[src/rtl/disp_pkg.sv]
// Shared constants for the seven-segment display arbiter: display codes,
// the dark frame, the owner FSM states and the src encodings.
package disp_pkg;

    typedef enum logic [3:0] {
        CODE_DARK = 4'hA,
        CODE_P    = 4'hB,
        CODE_W    = 4'hC,
        CODE_I    = 4'hD,
        CODE_N    = 4'hE,
        CODE_A    = 4'hF
    } code_t;

    localparam logic [15:0] DARK_FRAME = {4{CODE_DARK}};

    typedef enum logic [1:0] {
        S_BASE  = 2'd0,
        S_ALERT = 2'd1,
        S_WIN   = 2'd2
    } state_t;

    localparam logic [1:0] SRC_BASE  = 2'd0;
    localparam logic [1:0] SRC_ALERT = 2'd1;
    localparam logic [1:0] SRC_WIN   = 2'd2;

endpackage

[src/rtl/display_arbiter_if.sv]
// Frame sources and display-driver bus of the display arbiter; the arbiter
// takes the slave modport, the frame sources and driver side take master.
interface display_arbiter_if;

    logic [15:0] base_code;
    logic        alert_req;
    logic [15:0] alert_code;
    logic        alert_ack;
    logic        win_req;
    logic [15:0] win_code;
    logic        win_ack;
    logic        win_clr;
    logic [15:0] bcds;
    logic [1:0]  src;

    modport slave (
        input  base_code, alert_req, alert_code, win_req, win_code, win_clr,
        output alert_ack, win_ack, bcds, src
    );

    modport master (
        output base_code, alert_req, alert_code, win_req, win_code, win_clr,
        input  alert_ack, win_ack, bcds, src
    );

endinterface

[src/rtl/disp_tick_gen.sv]
// Tick prescaler: one-cycle tick every TICK_DIV cycles, realigned by restart
// so the first tick lands exactly TICK_DIV cycles after the restart edge.
module disp_tick_gen #(
    parameter int TICK_DIV = 50000
) (
    input  logic clk,
    input  logic rst_n,
    input  logic restart,
    output logic tick
);

    localparam int W = (TICK_DIV > 1) ? $clog2(TICK_DIV) : 1;
    localparam logic [W-1:0] LAST = W'(TICK_DIV - 1);

    logic [W-1:0] cnt;

    // NOTE: sequential state uses non-blocking assignments so every flop
    // samples pre-edge values regardless of block ordering.
    always_ff @(posedge clk or negedge rst_n) begin
        if (!rst_n) begin
            cnt <= '0;
        end else if (restart || cnt == LAST) begin
            cnt <= '0;
        end else begin
            cnt <= cnt + 1'b1;
        end
    end

    assign tick = (cnt == LAST) && !restart;

endmodule

[src/rtl/display_arbiter.sv]
// Fixed-priority owner of the 4-digit display: win banner > alert > base frame.
// Define DISP_BLINK_EN to blink the alert frame every BLINK_TICKS ticks.
module display_arbiter
    import disp_pkg::*;
#(
    parameter int TICK_DIV    = 50000,
    parameter int ALERT_TICKS = 1000,
    parameter int BLINK_TICKS = 250
) (
    input logic              clk,
    input logic              rst_n,
    display_arbiter_if.slave bus
);

    localparam int AW = $clog2(ALERT_TICKS + 1);

    state_t          state;
    logic [15:0]     bcds_q;
    logic [15:0]     alert_frame;
    logic [15:0]     win_frame;
    logic [1:0]      src_q;
    logic            alert_ack_q;
    logic            win_ack_q;
    logic [AW-1:0]   alert_cnt;
    logic            take_win;
    logic            take_alert;
    logic            tick;

`ifdef DISP_BLINK_EN
    localparam int BW = $clog2(BLINK_TICKS + 1);
    logic [BW-1:0]   blink_cnt;
    logic            blink_on;
`else
    logic            unused_blink_cfg;
    assign unused_blink_cfg = ^BLINK_TICKS;
`endif

    // A req still high in the ack cycle is the old request, not a new one.
    assign take_win   = (state != S_WIN) && bus.win_req;
    assign take_alert = (state != S_WIN) && !bus.win_req && bus.alert_req && !alert_ack_q;

    disp_tick_gen #(.TICK_DIV(TICK_DIV)) u_tick (
        .clk     (clk),
        .rst_n   (rst_n),
        .restart (take_alert),
        .tick    (tick)
    );

    always_ff @(posedge clk or negedge rst_n) begin
        if (!rst_n) begin
            state       <= S_BASE;
            bcds_q      <= DARK_FRAME;
            src_q       <= SRC_BASE;
            alert_ack_q <= 1'b0;
            win_ack_q   <= 1'b0;
            alert_frame <= DARK_FRAME;
            win_frame   <= DARK_FRAME;
            alert_cnt   <= '0;
`ifdef DISP_BLINK_EN
            blink_cnt   <= '0;
            blink_on    <= 1'b1;
`endif
        end else begin
            alert_ack_q <= 1'b0;
            win_ack_q   <= 1'b0;
            unique case (state)
                S_BASE, S_ALERT: begin
                    if (take_win) begin
                        state     <= S_WIN;
                        win_frame <= bus.win_code;
                        win_ack_q <= 1'b1;
                        bcds_q    <= bus.win_code;
                        src_q     <= SRC_WIN;
                        alert_cnt <= '0;
                    end else if (take_alert) begin
                        state       <= S_ALERT;
                        alert_frame <= bus.alert_code;
                        alert_ack_q <= 1'b1;
                        bcds_q      <= bus.alert_code;
                        src_q       <= SRC_ALERT;
                        alert_cnt   <= AW'(ALERT_TICKS);
`ifdef DISP_BLINK_EN
                        blink_cnt   <= BW'(BLINK_TICKS);
                        blink_on    <= 1'b1;
`endif
                    end else if (state == S_ALERT && tick) begin
                        alert_cnt <= alert_cnt - 1'b1;
                        if (alert_cnt == AW'(1)) begin
                            state  <= S_BASE;
                            bcds_q <= bus.base_code;
                            src_q  <= SRC_BASE;
                        end
`ifdef DISP_BLINK_EN
                        else if (blink_cnt == BW'(1)) begin
                            blink_on  <= !blink_on;
                            blink_cnt <= BW'(BLINK_TICKS);
                            bcds_q    <= blink_on ? DARK_FRAME : alert_frame;
                        end else begin
                            blink_cnt <= blink_cnt - 1'b1;
                        end
`endif
                    end else if (state == S_BASE) begin
                        bcds_q <= bus.base_code;
                    end
                end
                S_WIN: begin
                    // Clear beats a same-cycle win_req; that req is served from S_BASE.
                    if (bus.win_clr) begin
                        state  <= S_BASE;
                        bcds_q <= bus.base_code;
                        src_q  <= SRC_BASE;
                    end
                end
                default: begin
                    state <= S_BASE;
                    src_q <= SRC_BASE;
                end
            endcase
        end
    end

    assign bus.bcds      = bcds_q;
    assign bus.src       = src_q;
    assign bus.alert_ack = alert_ack_q;
    assign bus.win_ack   = win_ack_q;

endmodule

[src/flat_wrapper.sv]
// flat-port wrapper written by rule: the top's interface ports become plain ports
module display_arbiter_flat import disp_pkg::*;
#(
    parameter int TICK_DIV    = 50000,
    parameter int ALERT_TICKS = 1000,
    parameter int BLINK_TICKS = 250
)
  (clk, rst_n, bus_base_code, bus_alert_req, bus_alert_code, bus_win_req, bus_win_code, bus_win_clr, bus_alert_ack, bus_win_ack, bus_bcds, bus_src);
  display_arbiter_if bus_i ();
  input logic clk;
  input logic rst_n;
  input wire logic [$bits(bus_i.base_code)-1:0] bus_base_code;
  input wire logic [$bits(bus_i.alert_req)-1:0] bus_alert_req;
  input wire logic [$bits(bus_i.alert_code)-1:0] bus_alert_code;
  input wire logic [$bits(bus_i.win_req)-1:0] bus_win_req;
  input wire logic [$bits(bus_i.win_code)-1:0] bus_win_code;
  input wire logic [$bits(bus_i.win_clr)-1:0] bus_win_clr;
  output wire logic [$bits(bus_i.alert_ack)-1:0] bus_alert_ack;
  output wire logic [$bits(bus_i.win_ack)-1:0] bus_win_ack;
  output wire logic [$bits(bus_i.bcds)-1:0] bus_bcds;
  output wire logic [$bits(bus_i.src)-1:0] bus_src;
  assign bus_i.base_code = bus_base_code;
  assign bus_i.alert_req = bus_alert_req;
  assign bus_i.alert_code = bus_alert_code;
  assign bus_i.win_req = bus_win_req;
  assign bus_i.win_code = bus_win_code;
  assign bus_i.win_clr = bus_win_clr;
  assign bus_alert_ack = bus_i.alert_ack;
  assign bus_win_ack = bus_i.win_ack;
  assign bus_bcds = bus_i.bcds;
  assign bus_src = bus_i.src;
  display_arbiter #(.TICK_DIV(TICK_DIV), .ALERT_TICKS(ALERT_TICKS), .BLINK_TICKS(BLINK_TICKS)) u_core (.clk(clk), .rst_n(rst_n), .bus(bus_i));
endmodule
[config.mk]
export PLATFORM = sky130hd
export DESIGN_NAME = display_arbiter_flat
export DESIGN_NICKNAME = d
export VERILOG_FILES = /design/src/rtl/disp_pkg.sv /design/src/rtl/display_arbiter_if.sv /design/src/rtl/disp_tick_gen.sv /design/src/rtl/display_arbiter.sv /design/src/flat_wrapper.sv
export SDC_FILE = /design/constraint.sdc
export NUM_CORES = 1
export LEC_CHECK = 0
export BUFFER_PORTS_ARGS = -buffer_cell sky130_fd_sc_hd__clkbuf_2
export CAP_MARGIN = 10
export CORE_MARGIN = 2
export CORE_UTILIZATION = 40
export DETAILED_ROUTE_END_ITERATION = 10
export GPL_TIMING_DRIVEN = 1
export PLACE_DENSITY = 0.68
export SLEW_MARGIN = 20
export SYNTH_ARGS = -nofsm -noshare
export SYNTH_HDL_FRONTEND = slang
export SYNTH_HIERARCHICAL = 1
export SYNTH_SLANG_ARGS = --single-unit
[constraint.sdc]
create_clock -name clk -period 2.3 [get_ports clk]
set_input_delay 0.115 -clock clk [delete_from_list [all_inputs] [get_ports clk]]
set_output_delay 0.115 -clock clk [all_outputs]
set_load 0.02 [all_outputs]
# ---- Yosys cells after proc, flatten, opt, wreduce, memory -nomap -nowiden
# Cells that the tools add are included.
dict set report op_classes {
  n_addsub 2
  multipliers 0
  div 0
  n_lt_le_gt_ge 0
  n_eq_ne 10
  shift 0
  n_mux 22
  bitwise 0
  reduce_logical 17
}
# cell n
set op_table {}
lappend op_table {{$mux 16} 7}
lappend op_table {{$pmux 16 s2} 1}
lappend op_table {{$mux 10} 3}
lappend op_table {{$add 16x1->16 const B} 1}
lappend op_table {{$eq 16x16->1 const B} 1}
lappend op_table {{$eq 10x1->1 const B} 1}
lappend op_table {{$mux 2} 5}
lappend op_table {{$sub 10x1->10 const B} 1}
lappend op_table {{$ne 4x2->1 const B} 2}
lappend op_table {{$logic_and 1x1->1} 6}
lappend op_table {{$mux 1} 5}
lappend op_table {{$ne 5x2->1 const B} 1}
lappend op_table {{$ne 5x4->1 const B} 1}
lappend op_table {{$ne 2x2->1 const B} 2}
lappend op_table {{$pmux 2 s2} 1}
lappend op_table {{$reduce_and 4->1} 1}
lappend op_table {{$logic_not 1->1} 3}
lappend op_table {{$reduce_and 3->1} 1}
lappend op_table {{$reduce_bool 3->1} 1}
lappend op_table {{$eq 2x1->1 const B} 1}
lappend op_table {{$eq 2x2->1 const B} 1}
lappend op_table {{$logic_not 2->1} 1}
lappend op_table {{$reduce_and 2->1} 1}
lappend op_table {{$reduce_bool 2->1} 1}
lappend op_table {{other kinds (2)} 2}
dict set report totals {
  reg_bits 46
  latchBits 0
  ramBits 0
  romBits 0
  n_memories 0
}

# ---- Logic depth before layout (Yosys ltp)
dict set report depth {
  word_depth 11
  ltp_mapped 10
  mapped_depth_nobuf 9
}

# ---- By module
# Netlist, hierarchy kept.
# module n_inst cells_each area_per_inst_um2 seq_area_each_um2
set modules_own_cells {}
lappend modules_own_cells {display_arbiter 1 174 1762.9 760.7}
lappend modules_own_cells {disp_tick_gen 1 82 842.1 400.4}

# ---- Worst setup path before layout
# OpenSTA, ideal clock, no wires.
dict set report synth_path {
  path_kind {register to register}
  startpoint {register u_core.u_tick.cnt[0]}
  endpoint {register u_core.bcds_q[10], in the netlist u_core/bus.bcds[10]}
  setup_time_ps 129
  t_arrival_ps 2176
  t_required_ps 2171
  path_slack_ps -5
  stages_incl_launch_ff 11
  synth_period_minus_slack_ps 2305
  cell_sequence {dfrtp_1 -> ha_1 -> nand3_2 -> nor4_4 -> nand3_1 -> nor2_1 -> nand2_1 -> nor2_1 -> a32oi_4 -> buf_8 -> mux2i_1}
}
dict set report synth_between {
  elab_chain_cells 7
  elab_cells_between_ends 10
  cone_classes {eq/ne (3); mux (4); reduce/logical (3)}
}
# element line
set synth_rtl {}
lappend synth_rtl {{start, declared} disp_tick_gen.sv:15} ;# logic [W-1:0] cnt;
lappend synth_rtl {{start signal, assigned} disp_tick_gen.sv:25} ;# cnt <= cnt + 1'b1;
lappend synth_rtl {{$eq 16x16->1 (*)} disp_tick_gen.sv:29} ;# assign tick = (cnt == LAST) && !restart;
lappend synth_rtl {{$logic_and 1x1->1 (*)} disp_tick_gen.sv:29}
lappend synth_rtl {{via u_core.tick} display_arbiter.sv:27} ;# logic tick;
lappend synth_rtl {{$logic_and 1x1->1 (*)} display_arbiter.sv:86} ;# end else if (state == S_ALERT && tick) begin
lappend synth_rtl {{$mux 16} display_arbiter.sv:86}
lappend synth_rtl {{$mux 16} display_arbiter.sv:75} ;# end else if (take_alert) begin
lappend synth_rtl {{$mux 16} display_arbiter.sv:68} ;# if (take_win) begin
lappend synth_rtl {{$pmux 16 s2} display_arbiter.sv:66} ;# unique case (state)
lappend synth_rtl {{end signal, assigned} display_arbiter.sv:72} ;# bcds_q <= bus.win_code;
lappend synth_rtl {{end signal, assigned} display_arbiter.sv:79} ;# bcds_q <= bus.alert_code;
lappend synth_rtl {{end signal, assigned} display_arbiter.sv:90} ;# bcds_q <= bus.base_code;
lappend synth_rtl {{end, declared} display_arbiter.sv:18} ;# logic [15:0] bcds_q;
# The timed path passes the listed nets; every way through them passes the cells marked *.
# A chain may end at the register's enable or synchronous reset.

# ---- Worst setup path after layout
dict set report layout_path {
  startpoint {register u_core.u_tick.cnt[1]}
  endpoint {register u_core.bcds_q[14], in the netlist u_core/bus.bcds[14]}
}
# The elaborated chain is that of the path after synthesis.

==> results.md <==
Finish:
- The top cell types in the final layout, fill and taps aside, are clkbuf_2, dfrtp_1, inv_1.
- The number of inserted diodes is 0.
- Of the cells placed in the final design, the portion with a size suffix greater than 1 is 0.370.
- The final instance area is 3320 µm².
- Leaving out fill and tap cells, the most frequent cell in the layout is clkbuf_2.
- The number of nets in the layout is 404.
- From synthesis to final layout, the design area changed by 27.5%.

Routing:
- After detailed routing, the average wire length per cell comes to 14.6 µm.
- After detailed routing, the number of remaining DRC violations is 0.
- The via density per instance is 5.39.
- Once detail routing completed, the nets flagged for antenna violations numbered 0.
- The vias after detailed routing is 2298.
- The violation count after the first detailed-route iteration is 140.
- The first-pass iteration count of the detailed router is 4.
- The post-detailed-routing wire length is 6.22 mm.

Yosys:
- In this run, distinct cell masters in the synthesized netlist total 46.
- For this run, the register share of the synthesized area comes to 0.446.
- The cell area after synthesis is 2600 µm².
- The number of enable-type register cells in the synthesized netlist is 0.
- Among all flip-flop cells after synthesis, the most frequent one is dfrtp_1.
- The per-instance average area after synthesis is 10.2 µm².
- After synthesis, the share of flip-flops with an asynchronous set or reset is 1.00.
- The number of nets produced by synthesis is 312.
- The number of register bits inferred by synthesis is 46.
- The area fraction of the dominant cell type after synthesis is 0.365.
- The cell accounting for the most synthesized area is dfrtp_1.
- The Yosys step of the flow raised 6 warnings.
- After technology mapping, the gate count stands at 256.
- By area the synthesized netlist is led by dfrtp_1, dfstp_2, mux2i_1.

Clock network:
- The H-tree was split into 2 levels.
- The number of sinks handled by clock tree synthesis is 46.
- The maximum count of clock buffers along a single path is 2.
- In this run the clock root is driven by a clkbuf_8.
- The number of buffers added by the clock tree synthesis step is 5.
- After clock tree synthesis, the clock-pin slew on the worst setup and hold paths is 0.09 ns.
- TritonCTS built the clock tree.
- The clock latency of the later-clocked register in the worst-skew pair is 0.32 ns.

STA:
- On the final layout, the worst hold slack is 0.0179 ns.
- For this run, the top clock speed supported by timing is 0.462 GHz.
- The total negative slack for setup checks is 0 ns.
- Measured against its own limit, the worst slew margin works out to 0.425.
- The max-slew violation total from the final report came to 0.
- The routed design could run at a clock period as short as 2.16 ns.
- The final count of hold timing violations is 0.
- Of the available clock period, the critical path in the final layout requires 0.941.
- Setup violations remaining at the end of the flow were counted as 0.
- Between clock sinks in the finished design, the worst skew comes to 0.0191 ns.
- At the pin with the least slew margin, the transition time is 0.861 ns.

GRT:
- The total global routing track utilization is 0.184.
- The initial antenna violation count is 0.
- The overflow left after global routing is 0.
- The via count of the first global-routing pass was 2282.
- The global-route wire length before repair is 10.7 mm.
- Entering global routing, the biggest net connects 47 pins.

Pwr:
- The worst supply voltage drop on vdd is 0.423 mV.
- The reported leakage power is 1.62 nW.
- The power per unit of standard cell area is 827 nW/µm².

Setup path:
- The critical path is of the reg2reg type.
- Data arrives at the worst endpoint at 2.36 ns.
- In this run the critical register-to-register path is captured at u_core/bus.bcds[14].
- The critical-path maximum fanout is 16.
- The signal on the critical path passes through ha_1 -> nand3_2 -> nor4_4 -> nand3_1 -> nor2_2 -> buf_4 -> nand2_1 -> nor2_4 -> a32oi_4 -> buf_12 -> mux2i_1.
- Setup slack on the worst reg-to-reg path comes out at 0.14 ns.
- The category of the worst setup path capture point is a register.
- The path depth of the worst reg2reg path is 11.
- The required time at the endpoint of the critical path is 2.49 ns.
- The nature of the critical path startpoint is a register.
- The startpoint identified for the worst register-to-register timing path is u_core/u_tick/cnt[1].
- Counting both buffers and inverters, the worst setup path holds a total of 2.
- The critical path's largest stage delay is 0.38 ns.
- In this design, the largest share of critical-path delay is due to simple AND/OR/NAND/NOR gates.
- On the critical path, the stage with the largest delay is an instance of dfrtp_1.

Placed design:
- The total cell area at the placement stage is 3160 µm².
- The congestion estimate from routability-driven global placement came to 0.836.
- Port buffering added 72 buffers.
- After legalization and detailed placement, the total HPWL measured 4.53 mm.

Min path:
- The hold path endpoint is u_core/bus.src[1].
- The worst hold path cell count is 2.
- The startpoint identified for the worst hold timing path is bus_win_clr.
- In this run the worst hold path is classified as in2reg.

Floorplanning:
- The die area is 7170 µm².
- The floorplan has 29 rows.
- During I/O placement, the number of pins put on the boundary was 73.
- The effective utilization at floorplan is 0.413.
- The floorplan core area is 6310 µm².
- The die boundary width is 84.7 µm.
- The die is 84.7 µm tall.

Job:
- The max-capacitance violation count is 0.

Run status:
- The flow ran to the end, and the final reports show no timing, DRC or antenna violations.
-- Yosys cell counts, types with 2 or more instances --
| master | n |
|---|---|
| o31a_1 | 2 |
| nand3_1 | 7 |
| inv_1 | 26 |
| clkbuf_1 | 9 |
| nor4_4 | 2 |
| nor3_1 | 6 |
| dfrtp_1 | 38 |
| o221ai_1 | 16 |
| a31oi_1 | 2 |
| nand2b_1 | 2 |
| o21ba_2 | 2 |
| dfstp_2 | 8 |
| mux2i_1 | 17 |
| nor2b_1 | 2 |
| xnor2_1 | 13 |
| nor4_1 | 2 |
| nor4_2 | 3 |
| a21oi_1 | 5 |
| o21ai_0 | 4 |
| or3_1 | 17 |
| a211o_1 | 2 |
| nand4_1 | 5 |
| o22ai_1 | 2 |
| ha_1 | 3 |
| o22a_1 | 4 |
| inv_2 | 3 |
| o221a_1 | 2 |
| nand2_1 | 9 |
| nor2_1 | 26 |
-- layout make-up --
| cell class | count | area [µm²] |
|---|---|---|
| clock buffer | 7 | 76.3 |
| clock inverter | 1 | 30.0 |
| fill | 605 | 2990 |
| inverter | 29 | 109 |
| multi-input combinational | 170 | 1290 |
| sequential | 46 | 1160 |
| tap | 77 | 96.3 |
| timing repair buffer | 96 | 556 |
-- timing repair --
| action | in CTS | in global routing |
|---|---|---|
| setup endpoints to repair | 16 | 22 |
| setup buffers | 1 | 1 |
| pin swaps | 1 | 0 |
| resized for setup | 0 | 3 |
| hold buffers | 1 | 0 |
| hold endpoints to repair | 38 | 0 |
-- per-stage QoR --
step	utilization	cells	worst slack (ns)	power, mW
after floorplan	-	256	0.0317	1.79
after global placement	0.501	415	0.0255	2.09
after detailed placement	0.501	415	-0.0349	2.12
after CTS	0.522	425	0.107	2.75
after global routing	0.526	426	-0.00448	2.93
final	0.526	426	0.136	2.75
-- flip-flops by register name, indices dropped and copies added (netlist names) --
name,flops
u_core/bus.bcds,16
u_core/bus.src,2
u_core/u_tick/cnt,16
u_core/bus.alert_ack,1
u_core/bus.win_ack,1
u_core/alert_cnt,10
-- power by group --
| part | switching, mW | leakage (nW) | internal (mW) |
|---|---|---|---|
| sequential | 0.140 | 0.574 | 1.01 |
| clock | 0.291 | 0.0524 | 0.326 |
| combinational | 0.546 | 0.997 | 0.434 |
-- worst max path at each step --
stage                              start                  end  slack (ns)  cells past startpoint
CTS                 u_core/u_tick/cnt[1]  u_core/bus.bcds[14]        0.11                     11
finish              u_core/u_tick/cnt[1]  u_core/bus.bcds[14]        0.14                     11
global route        u_core/u_tick/cnt[1]   u_core/bus.bcds[9]      -0.004                     11
global placement    u_core/u_tick/cnt[7]   u_core/bus.bcds[1]        0.03                      7
detailed placement  u_core/u_tick/cnt[1]   u_core/bus.bcds[3]       -0.03                      8
floorplan           u_core/u_tick/cnt[0]  u_core/alert_cnt[3]        0.03                     10
-- per-layer routing --
layer / up-vias / wire length [µm] / global-route usage
li1: 1113 / - / -
met1: 1129 / 2780 / 0.241
met5: - / 0 / 0
met2: 46 / 3050 / 0.303
met3: 10 / 264 / 0.0344
met4: 0 / 118 / 0.0736
-- logic make-up (layout without fill, tap and decap cells) --
kind of cell    count (synthesis)  in the layout  share of synthesized area
compound gates                 49             49                      0.165
xor+xnor                       14             14                     0.0471
fa+ha+maj                       3              3                     0.0144
buf+inv                        40            133                     0.0648
flops                          46             46                      0.446
mux                            17             17                     0.0653
simple gates                   87             87                      0.198
(Power assumes the default switching activity.)
